File: config.mk
export PLATFORM = sky130hd
export DESIGN_NAME = mem_block_mover
export DESIGN_NICKNAME = d
export VERILOG_FILES = /design/src/rtl/mem_block_mover_pkg.sv /design/src/rtl/mem_block_mover_addr.sv /design/src/rtl/mem_block_mover.sv
export SDC_FILE = /design/constraint.sdc
export NUM_CORES = 1
export LEC_CHECK = 0
export CORE_MARGIN = 10
export CORE_UTILIZATION = 52
export CTS_BUF_LIST = sky130_fd_sc_hd__clkbuf_8
export DETAILED_ROUTE_END_ITERATION = 16
export PLACE_DENSITY = 0.93
export SLEW_MARGIN = 15
export SYNTH_ARGS = -nofsm -noshare
export SYNTH_HDL_FRONTEND = slang
export SYNTH_HIERARCHICAL = 1
export SYNTH_SLANG_ARGS = --single-unit
File: constraint.sdc
create_clock -name clock -period 3.95 [get_ports clock]
set_clock_uncertainty 0.1 [all_clocks]
set_input_delay 0.5925 -clock clock [delete_from_list [all_inputs] [get_ports clock]]
set_output_delay 0.5925 -clock clock [all_outputs]
set_load 0.05 [all_outputs]
File: src/rtl/mem_block_mover_pkg.sv
// mem_block_mover_pkg
// Shared definitions for the block mover: FSM state encoding, default
// widths and the operation-mode constants seen on the 'mode' input.
package mem_block_mover_pkg;

  localparam int IDX_W_DEF  = 5;   // word index width (32-word memory)
  localparam int DATA_W_DEF = 32;  // memory data and address width

  localparam logic MODE_COPY = 1'b0;  // read src word, write it to dst
  localparam logic MODE_FILL = 1'b1;  // write fill pattern to dst

  typedef enum logic [1:0] {
    ST_IDLE = 2'd0,
    ST_RD   = 2'd1,
    ST_WR   = 2'd2,
    ST_DONE = 2'd3
  } state_t;

endpackage

File: src/rtl/mem_block_mover_addr.sv
// mem_addr_pack
// Maps a word index to the memory byte address. The index is replicated
// into two adjacent fields above the byte offset:
//   addr = {zeros, idx, idx, 2'b00}
// Ports:
//   idx  - word index
//   addr - byte address presented to the memory
module mem_addr_pack #(
  parameter int IDX_W  = 5,
  parameter int DATA_W = 32
) (
  input  logic [IDX_W-1:0]  idx,
  output logic [DATA_W-1:0] addr
);

  always_comb begin
    addr = '0;
    addr[2 +: IDX_W]         = idx;
    addr[2 + IDX_W +: IDX_W] = idx;
  end

endmodule

File: src/rtl/mem_block_mover.sv
// mem_block_mover
// Moves a block of words inside a single-port memory. COPY reads a source
// word (RD) then writes it (WR), two cycles per word; FILL writes a latched
// pattern every cycle. Indices advance modulo the memory size, in strictly
// ascending order, so overlapping ranges propagate without correction.
//
// Handshake: 'start' is a one-cycle request that is only looked at in IDLE;
// it is accepted on the rising edge where it is high, busy rises in the
// next cycle and stays high until the one-cycle 'done' pulse (busy=0 then).
// A start seen while busy or in DONE is dropped, never queued.
//
// Ports:
//   clock, reset         - rising-edge clock, synchronous active-high reset
//   start, mode          - request strobe and operation (COPY/FILL)
//   src_idx, dst_idx     - first source / destination word index
//   len                  - word count 0..2^IDX_W
//   fill_data            - FILL pattern
//   busy, done           - operation status
//   xfer_cnt, checksum   - words written / XOR of words written
//   mem_sel..mem_wdata   - memory request; mem_rdata is same-cycle read data
//   dbg_state            - current FSM state
module mem_block_mover
  import mem_block_mover_pkg::*;
#(
  parameter int IDX_W  = IDX_W_DEF,
  parameter int DATA_W = DATA_W_DEF
) (
  input  logic              clock,
  input  logic              reset,
  input  logic              start,
  input  logic              mode,
  input  logic [IDX_W-1:0]  src_idx,
  input  logic [IDX_W-1:0]  dst_idx,
  input  logic [IDX_W:0]    len,
  input  logic [DATA_W-1:0] fill_data,
  output logic              busy,
  output logic              done,
  output logic [IDX_W:0]    xfer_cnt,
  output logic [DATA_W-1:0] checksum,
  output logic              mem_sel,
  output logic [DATA_W-1:0] mem_addr,
  output logic              mem_wen,
  output logic [DATA_W-1:0] mem_wdata,
  input  logic [DATA_W-1:0] mem_rdata,
  output logic [1:0]        dbg_state
);

  localparam logic [IDX_W-1:0] IDX_ONE = IDX_W'(1);
  localparam logic [IDX_W:0]   CNT_ONE = (IDX_W + 1)'(1);

  state_t              state, next_state;
  logic                mode_q;
  logic [IDX_W-1:0]    src_q, dst_q;
  logic [IDX_W:0]      len_q;
  logic [DATA_W-1:0]   fill_q;
  logic [DATA_W-1:0]   data_q;

  logic [IDX_W:0]      cnt_inc;
  logic [IDX_W-1:0]    idx_sel;
  logic [DATA_W-1:0]   wr_word;
  logic [DATA_W-1:0]   addr_packed;
  logic                in_xfer;

  assign cnt_inc   = xfer_cnt + CNT_ONE;
  assign idx_sel   = (state == ST_RD) ? src_q : dst_q;
  assign wr_word   = (mode_q == MODE_FILL) ? fill_q : data_q;
  assign dbg_state = state;

  mem_addr_pack #(
    .IDX_W  (IDX_W),
    .DATA_W (DATA_W)
  ) u_addr (
    .idx  (idx_sel),
    .addr (addr_packed)
  );

  // Next-state logic.
  always_comb begin
    next_state = state;
    case (state)
      ST_IDLE: begin
        if (start) begin
          if (len == '0)              next_state = ST_DONE;
          else if (mode == MODE_FILL) next_state = ST_WR;
          else                        next_state = ST_RD;
        end
      end
      ST_RD:   next_state = ST_WR;
      ST_WR: begin
        if (cnt_inc == len_q)         next_state = ST_DONE;
        else if (mode_q == MODE_COPY) next_state = ST_RD;
        else                          next_state = ST_WR;
      end
      ST_DONE: next_state = ST_IDLE;
      default: next_state = ST_IDLE;
    endcase
  end

  // Outputs are qualified with reset so an abort takes effect in the very
  // cycle reset is raised: the write that would otherwise land on the
  // reset edge is suppressed and no done pulse can escape.
  always_comb begin
    in_xfer   = ((state == ST_RD) || (state == ST_WR)) && !reset;
    busy      = in_xfer;
    done      = (state == ST_DONE) && !reset;
    mem_sel   = in_xfer;
    mem_wen   = in_xfer && (state == ST_WR);
    mem_addr  = in_xfer ? addr_packed : '0;
    mem_wdata = mem_wen ? wr_word : '0;
  end

  always_ff @(posedge clock) begin
    if (reset) begin
      state    <= ST_IDLE;
      mode_q   <= MODE_COPY;
      src_q    <= '0;
      dst_q    <= '0;
      len_q    <= '0;
      fill_q   <= '0;
      data_q   <= '0;
      xfer_cnt <= '0;
      checksum <= '0;
    end else begin
      state <= next_state;
      case (state)
        ST_IDLE: begin
          if (start) begin
            mode_q   <= mode;
            src_q    <= src_idx;
            dst_q    <= dst_idx;
            len_q    <= len;
            fill_q   <= fill_data;
            xfer_cnt <= '0;
            checksum <= '0;
          end
        end
        ST_RD: data_q <= mem_rdata;
        ST_WR: begin
          xfer_cnt <= cnt_inc;
          checksum <= checksum ^ wr_word;
          src_q    <= src_q + IDX_ONE;
          dst_q    <= dst_q + IDX_ONE;
        end
        default: ;
      endcase
    end
  end

endmodule

==> metrics, run 1 <==
status=completed; Seq cells post-synth=121; WHS=0.356 ns; max frequency=318 MHz; # H-tree levels=4; Area Growth Syn to Fin=41.6%; Reg area=2420 µm²; asr flop ratio synth=0%; fin crit period=3.15 ns; Ant. Diodes=0; Row Count=38; prevailing post-synth register cell=dfxtp_1; Worst EP required=3.26 ns; final period utilization=79.6%; Warnings, synthesis=6; Iter 0 DRT Violations=367; setup bufs post-CTS=0; HPWL Detailed=12,800 µm; GRT Total Usage=21.5%; pwr dens=398 nW/µm²; hold crit path type=flip-flop to flip-flop; post-route ant nets=0; clock-pin slew of the registers on the worst-case setup and hold paths=0.07 ns; Gate Count Post-Synth=719; clock sinks=121; Slew Limit Fails=0; IO Pins=192; cell with the most instances after synthesis=dfxtp_1; TNS Setup=0 ns; top area cells in the synthesized netlist=dfxtp_1 (41%), mux2i_1 (12%), a21oi_1 (6.9%); Die ar.=16,000 µm²; CP endpoint kind=primary output; initial antenna violation count=1; grt total ovfl=0; crit path DAT=2.45 ns; top cells by count, synth=dfxtp_1 (121), nand2_1 (98), nor2_1 (88); Worst path slowest cell=dfxtp_1; Least-Margin Pin Slew=0.946 ns; CTS tree=built; Die H=126 µm; RSZ-0062 raised after global routing=no; placed cell area=7900 µm²; Final Net Count=948; Max FO, Critical Path=25; Starting Density=53.7%; startpoint types=flip-flop; drt total wl=17,800 µm; GPL Wtd Cong=0.791; drt drc=0; leakage=3.08 nW; Max VDD drop=0.259 mV; chip width=126 µm; 1st-pass router iterations=5; Multi-input gate area=3050 µm²; worst skew pair latency=0.42 ns; area leader, netlist=dfxtp_1; final hold viol count=0; family with the most delay on the worst path=simple AND/OR/NAND/NOR gates; Crit Path Category=flip-flop to primary output; Via density=5.45; crit-path max cell delay=0.41 ns; sequential area share after synthesis=41.1%; number of synthesized flops with an enable pin=0; CP cell instances=inv_1, ha_1, nor2b_1, nand2_1, buf_4, nor2_1, buf_12; hold_buf cts=0; cells resized by post-CTS repair=0; Filler cells=739; Slew HR=37.0%; max-cap violation count=0; CORE AREA=11,000 µm²; Syn Area/Cell=8.20 µm²; synthesized area=5900 µm²; global-route wire length before repair=28,500 µm; Avg WL per Cell=17.6 µm; PortBufs=169; Vias=5,508; Num CTS Buffers=17; Setup Viol. Count Final=0; largest net degree at the start of global routing=91; Yosys top cell area share=41.1%; CTS Buffer Depth=2; root buf cell=clkbuf_8; post-route cell area=8350 µm²; worst path bufs/invs=3; Cell variety after synth=40; fraction of layout cells with a size suffix above 1=11.7%; number of global-route vias before repair=5,616
-- worst register-to-register path, stage by stage (launching register included) --
cell     delay (ns)
dfxtp_1        0.34
inv_1          0.10
ha_1           0.15
buf_4          0.30
nor2b_1        0.32
nor2_4         0.04
buf_4          0.30
or3_1          0.44
a21oi_1        0.19
-- per-layer routing --
metal | GRT usage, % | vias up | wire length (µm)
li1 | - | 2646 | -
met1 | 24.6 | 2590 | 7370
met2 | 35.1 | 238 | 8390
met3 | 8.33 | 32 | 1560
met4 | 8.57 | 2 | 472
met5 | 0 | - | 13
-- through the flow --
step,power [mW],setup slack [ns],utilization [%],instances
5_1_grt,3.45,0.654,76.0,1010
6_report,3.32,0.805,76.0,1010
2_1_floorplan,1.88,0.838,-,740
4_1_cts,3.32,0.786,76.0,1010
3_3_place_gp,2.06,1.39,71.9,978
3_5_place_dp,2.08,1.29,71.9,978
-- cell type report --
cell class | count | area share [%]
Multi-Input combinational cell | 530 | 36.5
Inverter | 8 | 0.360
Timing Repair Buffer | 179 | 26.6
Tap cell | 140 | 2.10
Clock inverter | 13 | 2.29
Clock buffer | 19 | 3.13
Sequential cell | 121 | 29.0
-- placed cells by master (no fill, tap or decap), drive strengths merged, types with 3 or more instances in the layout --
master	count
buf	56
mux2i	68
bufinv	4
nor3	3
or3	32
clkbuf	19
o21ai	38
ha	7
mux2	7
a21oi	81
clkinv	6
inv	11
xnor2	6
and2	33
nor2	90
nand3	6
clkdlybuf4s50	123
a2bb2oi	3
nor3b	3
a22oi	4
nor2b	8
conb	22
dfxtp	121
nand2	98
-- kinds of logic after synthesis --
group / Yosys count / synth area share (%)
buffers and inverters: 89 / 8.72
AO/OA/AOI/OAI: 140 / 12.9
AND/OR/NAND/NOR: 278 / 21.7
flip-flops: 121 / 41.1
multiplexers: 75 / 12.9
XOR/XNOR: 8 / 1.19
other: 1 / 0.0636
adder cells (fa/ha/maj): 7 / 1.49
-- power by group --
part / internal, mW / leakage (nW) / switching [mW] / total (mW)
logic: 0.277 / 1.86 / 0.429 / 0.706
registers: 1.30 / 0.987 / 0.0613 / 1.36
clock network: 0.730 / 0.231 / 0.523 / 1.25
-- registers in the layout, summed over array words and instances, names as in the netlist --
signal / count
mode_q: 1
dst_q: 5
src_q: 5
len_q: 6
data_q: 32
xfer_cnt: 6
checksum: 32
fill_q: 32
dbg_state: 2
-- final timing paths --
kind | startpoint | endpoint | slack, ns | cells after the start
worst max-delay path | dbg_state[1] | mem_wdata[21] | 0.80 | 7
worst max register to register | dbg_state[0] | checksum[18] | 1.61 | 8
worst min-delay path | fill_q[16] | fill_q[16] | 0.36 | 2
worst min register to register | fill_q[16] | fill_q[16] | 0.36 | 2
Power figures use the tool's default switching activity.
==> run 2, diff against run 1 <==
--- a/config.mk
+++ b/config.mk
@@ -6,10 +6,10 @@
 export NUM_CORES = 1
 export LEC_CHECK = 0
 export CORE_MARGIN = 10
-export CORE_UTILIZATION = 52
+export CORE_UTILIZATION = 43
 export CTS_BUF_LIST = sky130_fd_sc_hd__clkbuf_8
 export DETAILED_ROUTE_END_ITERATION = 16
-export PLACE_DENSITY = 0.93
+export PLACE_DENSITY = 0.82
 export SLEW_MARGIN = 15
 export SYNTH_ARGS = -nofsm -noshare
 export SYNTH_HDL_FRONTEND = slang
==> constraint.sdc (replaced) <==
create_clock -name clock -period 2.61 [get_ports clock]
set_clock_uncertainty 0.1 [all_clocks]
set_input_delay 0.3915 -clock clock [delete_from_list [all_inputs] [get_ports clock]]
set_output_delay 0.3915 -clock clock [all_outputs]
set_load 0.05 [all_outputs]
==> metrics, run 2 (synthesis gave the netlist of run 1 again) <==
# H-tree levels=4; WHS=0.355 ns; Slew HR=60.7%; Starting Density=44.2%; most frequent cells in the layout=clkdlybuf4s50_1 (122), dfxtp_1 (118), nand2_1 (97); GRT Total Usage=18.8%; final period utilization=98.0%; fin crit period=2.56 ns; setup bufs post-CTS=0; CTS Buffer Depth=2; Ant. Diodes=0; worst path bufs/invs=3; internal reg-to-reg setup slack=0.51 ns; final hold viol count=0; hold crit path type=flip-flop to flip-flop; 1st-pass router iterations=4; grt total ovfl=0; pwr dens=569 nW/µm²; drt drc=0; Die ar.=18,800 µm²; clock-pin slew of the registers on the worst-case setup and hold paths=0.07 ns; worst skew pair latency=0.44 ns; CORE AREA=13,300 µm²; max-cap violation count=0; post-route ant nets=0; initial antenna violation count=0; largest net degree at the start of global routing=65; CTS tree=built; setup slack after layout=0.0533 ns; Via density=5.08; crit-path max cell delay=0.37 ns; Setup Viol. Count Final=0; Num CTS Buffers=17; drt total wl=17,700 µm; Avg WL per Cell=16.8 µm; RSZ-0062 raised after global routing=yes; Worst path slowest cell=dfxtp_2; HPWL Detailed=13,300 µm; leakage=3.12 nW; worst slack at placement=0.365 ns; Pwr Total=4.92 mW; Least-Margin Pin Slew=0.588 ns; Area Growth Syn to Fin=46.7%; number of global-route vias before repair=5,402; Row Count=42; Max FO, Critical Path=18; fraction of layout cells with a size suffix above 1=16.3%; CP cell instances=inv_1, ha_1, nor2b_2, nand2_4, buf_6, nor2_1, buf_12; Worst EP required=2.12 ns; family with the most delay on the worst path=simple AND/OR/NAND/NOR gates; max frequency=391 MHz; global-route wire length before repair=28,100 µm; IO Pins=192; GPL Wtd Cong=0.780; status=completed; clock sinks=121; Iter 0 DRT Violations=317; Top Registers=checksum x32, data_q x32, fill_q x32; commonest non-fill, non-tap cell in the layout=clkdlybuf4s50_1; Vias=5,354; crit path DAT=2.07 ns; startpoint types=flip-flop; Slew Limit Fails=0; Final Net Count=956; Max VDD drop=0.296 mV; Die H=137 µm; Crit Path Category=flip-flop to primary output; chip width=137 µm; root buf cell=clkbuf_8; CP endpoint kind=primary output; PortBufs=169
run 2: cell count changes in the layout (fill, tap and decap cells not counted), sizes merged:
cell           previous run  this run
clkdlybuf4s50           123       122
buf                      56        65
clkbuf                   19        18
bufinv                    4         3
clkinvlp                  0         2
run 2: what timing repair did:
| action | in CTS | in global routing |
|---|---|---|
| gates resized for setup | 2 | 0 |
| hold buffers | 0 | 0 |
| endpoints found under the setup margin | 4 | 13 |
| cloned | 0 | 0 |
run 2: worst register-to-register path, delay by kind of cell (launching register included):
family | cells | cell delay (ns)
DFF | 1 | 0.36
AOI/OAI and AO/OA | 1 | 0.16
buffers and inverters | 2 | 0.35
adders and majority gates | 1 | 0.30
and+or+nand+nor | 3 | 0.76
run 2: power breakdown:
| group | internal (mW) | switching [mW] | total, mW |
|---|---|---|---|
| combinational | 0.431 | 0.678 | 1.11 |
| sequential | 1.97 | 0.0767 | 2.05 |
| clock | 0.976 | 0.786 | 1.76 |
| total | 3.38 | 1.54 | 4.92 |
run 2: final timing paths:
check	endpoint	from	cells after the start
worst max-delay path	mem_wdata[1]	dbg_state[1]	7
worst min-delay path	fill_q[6]	fill_q[6]	2
worst max register to register	checksum[19]	dbg_state[0]	7
worst min register to register	fill_q[6]	fill_q[6]	2
run 2: final cells by class:
type	count	area [µm²]
flip-flops and latches	121	2430
repair buffers	187	2280
clock inverters	14	174
clock buffers	18	248
well taps	176	220
inverters	8	30.0
fillers	1087	4700
multi-input cells	530	3270
run 2: per-layer routing:
layer  GRT usage (%)  up-vias  wire length, µm
li1                -     2667                -
met1            22.8     2480             7660
met2            30.2      192             8430
met3            6.23       15             1360
met4            7.03        0              272
met5               0        -                0
run 2: stage by stage:
stage          util [%]  instances  TNS [ns]  cell area (µm²)
2_1_floorplan         -        740         0             6200
3_3_place_gp       61.6       1022         0             8220
3_5_place_dp       61.6       1022         0             8220
4_1_cts            64.8       1054         0             8650
5_1_grt            64.8       1054    -0.485             8650
6_report           64.8       1054         0             8650
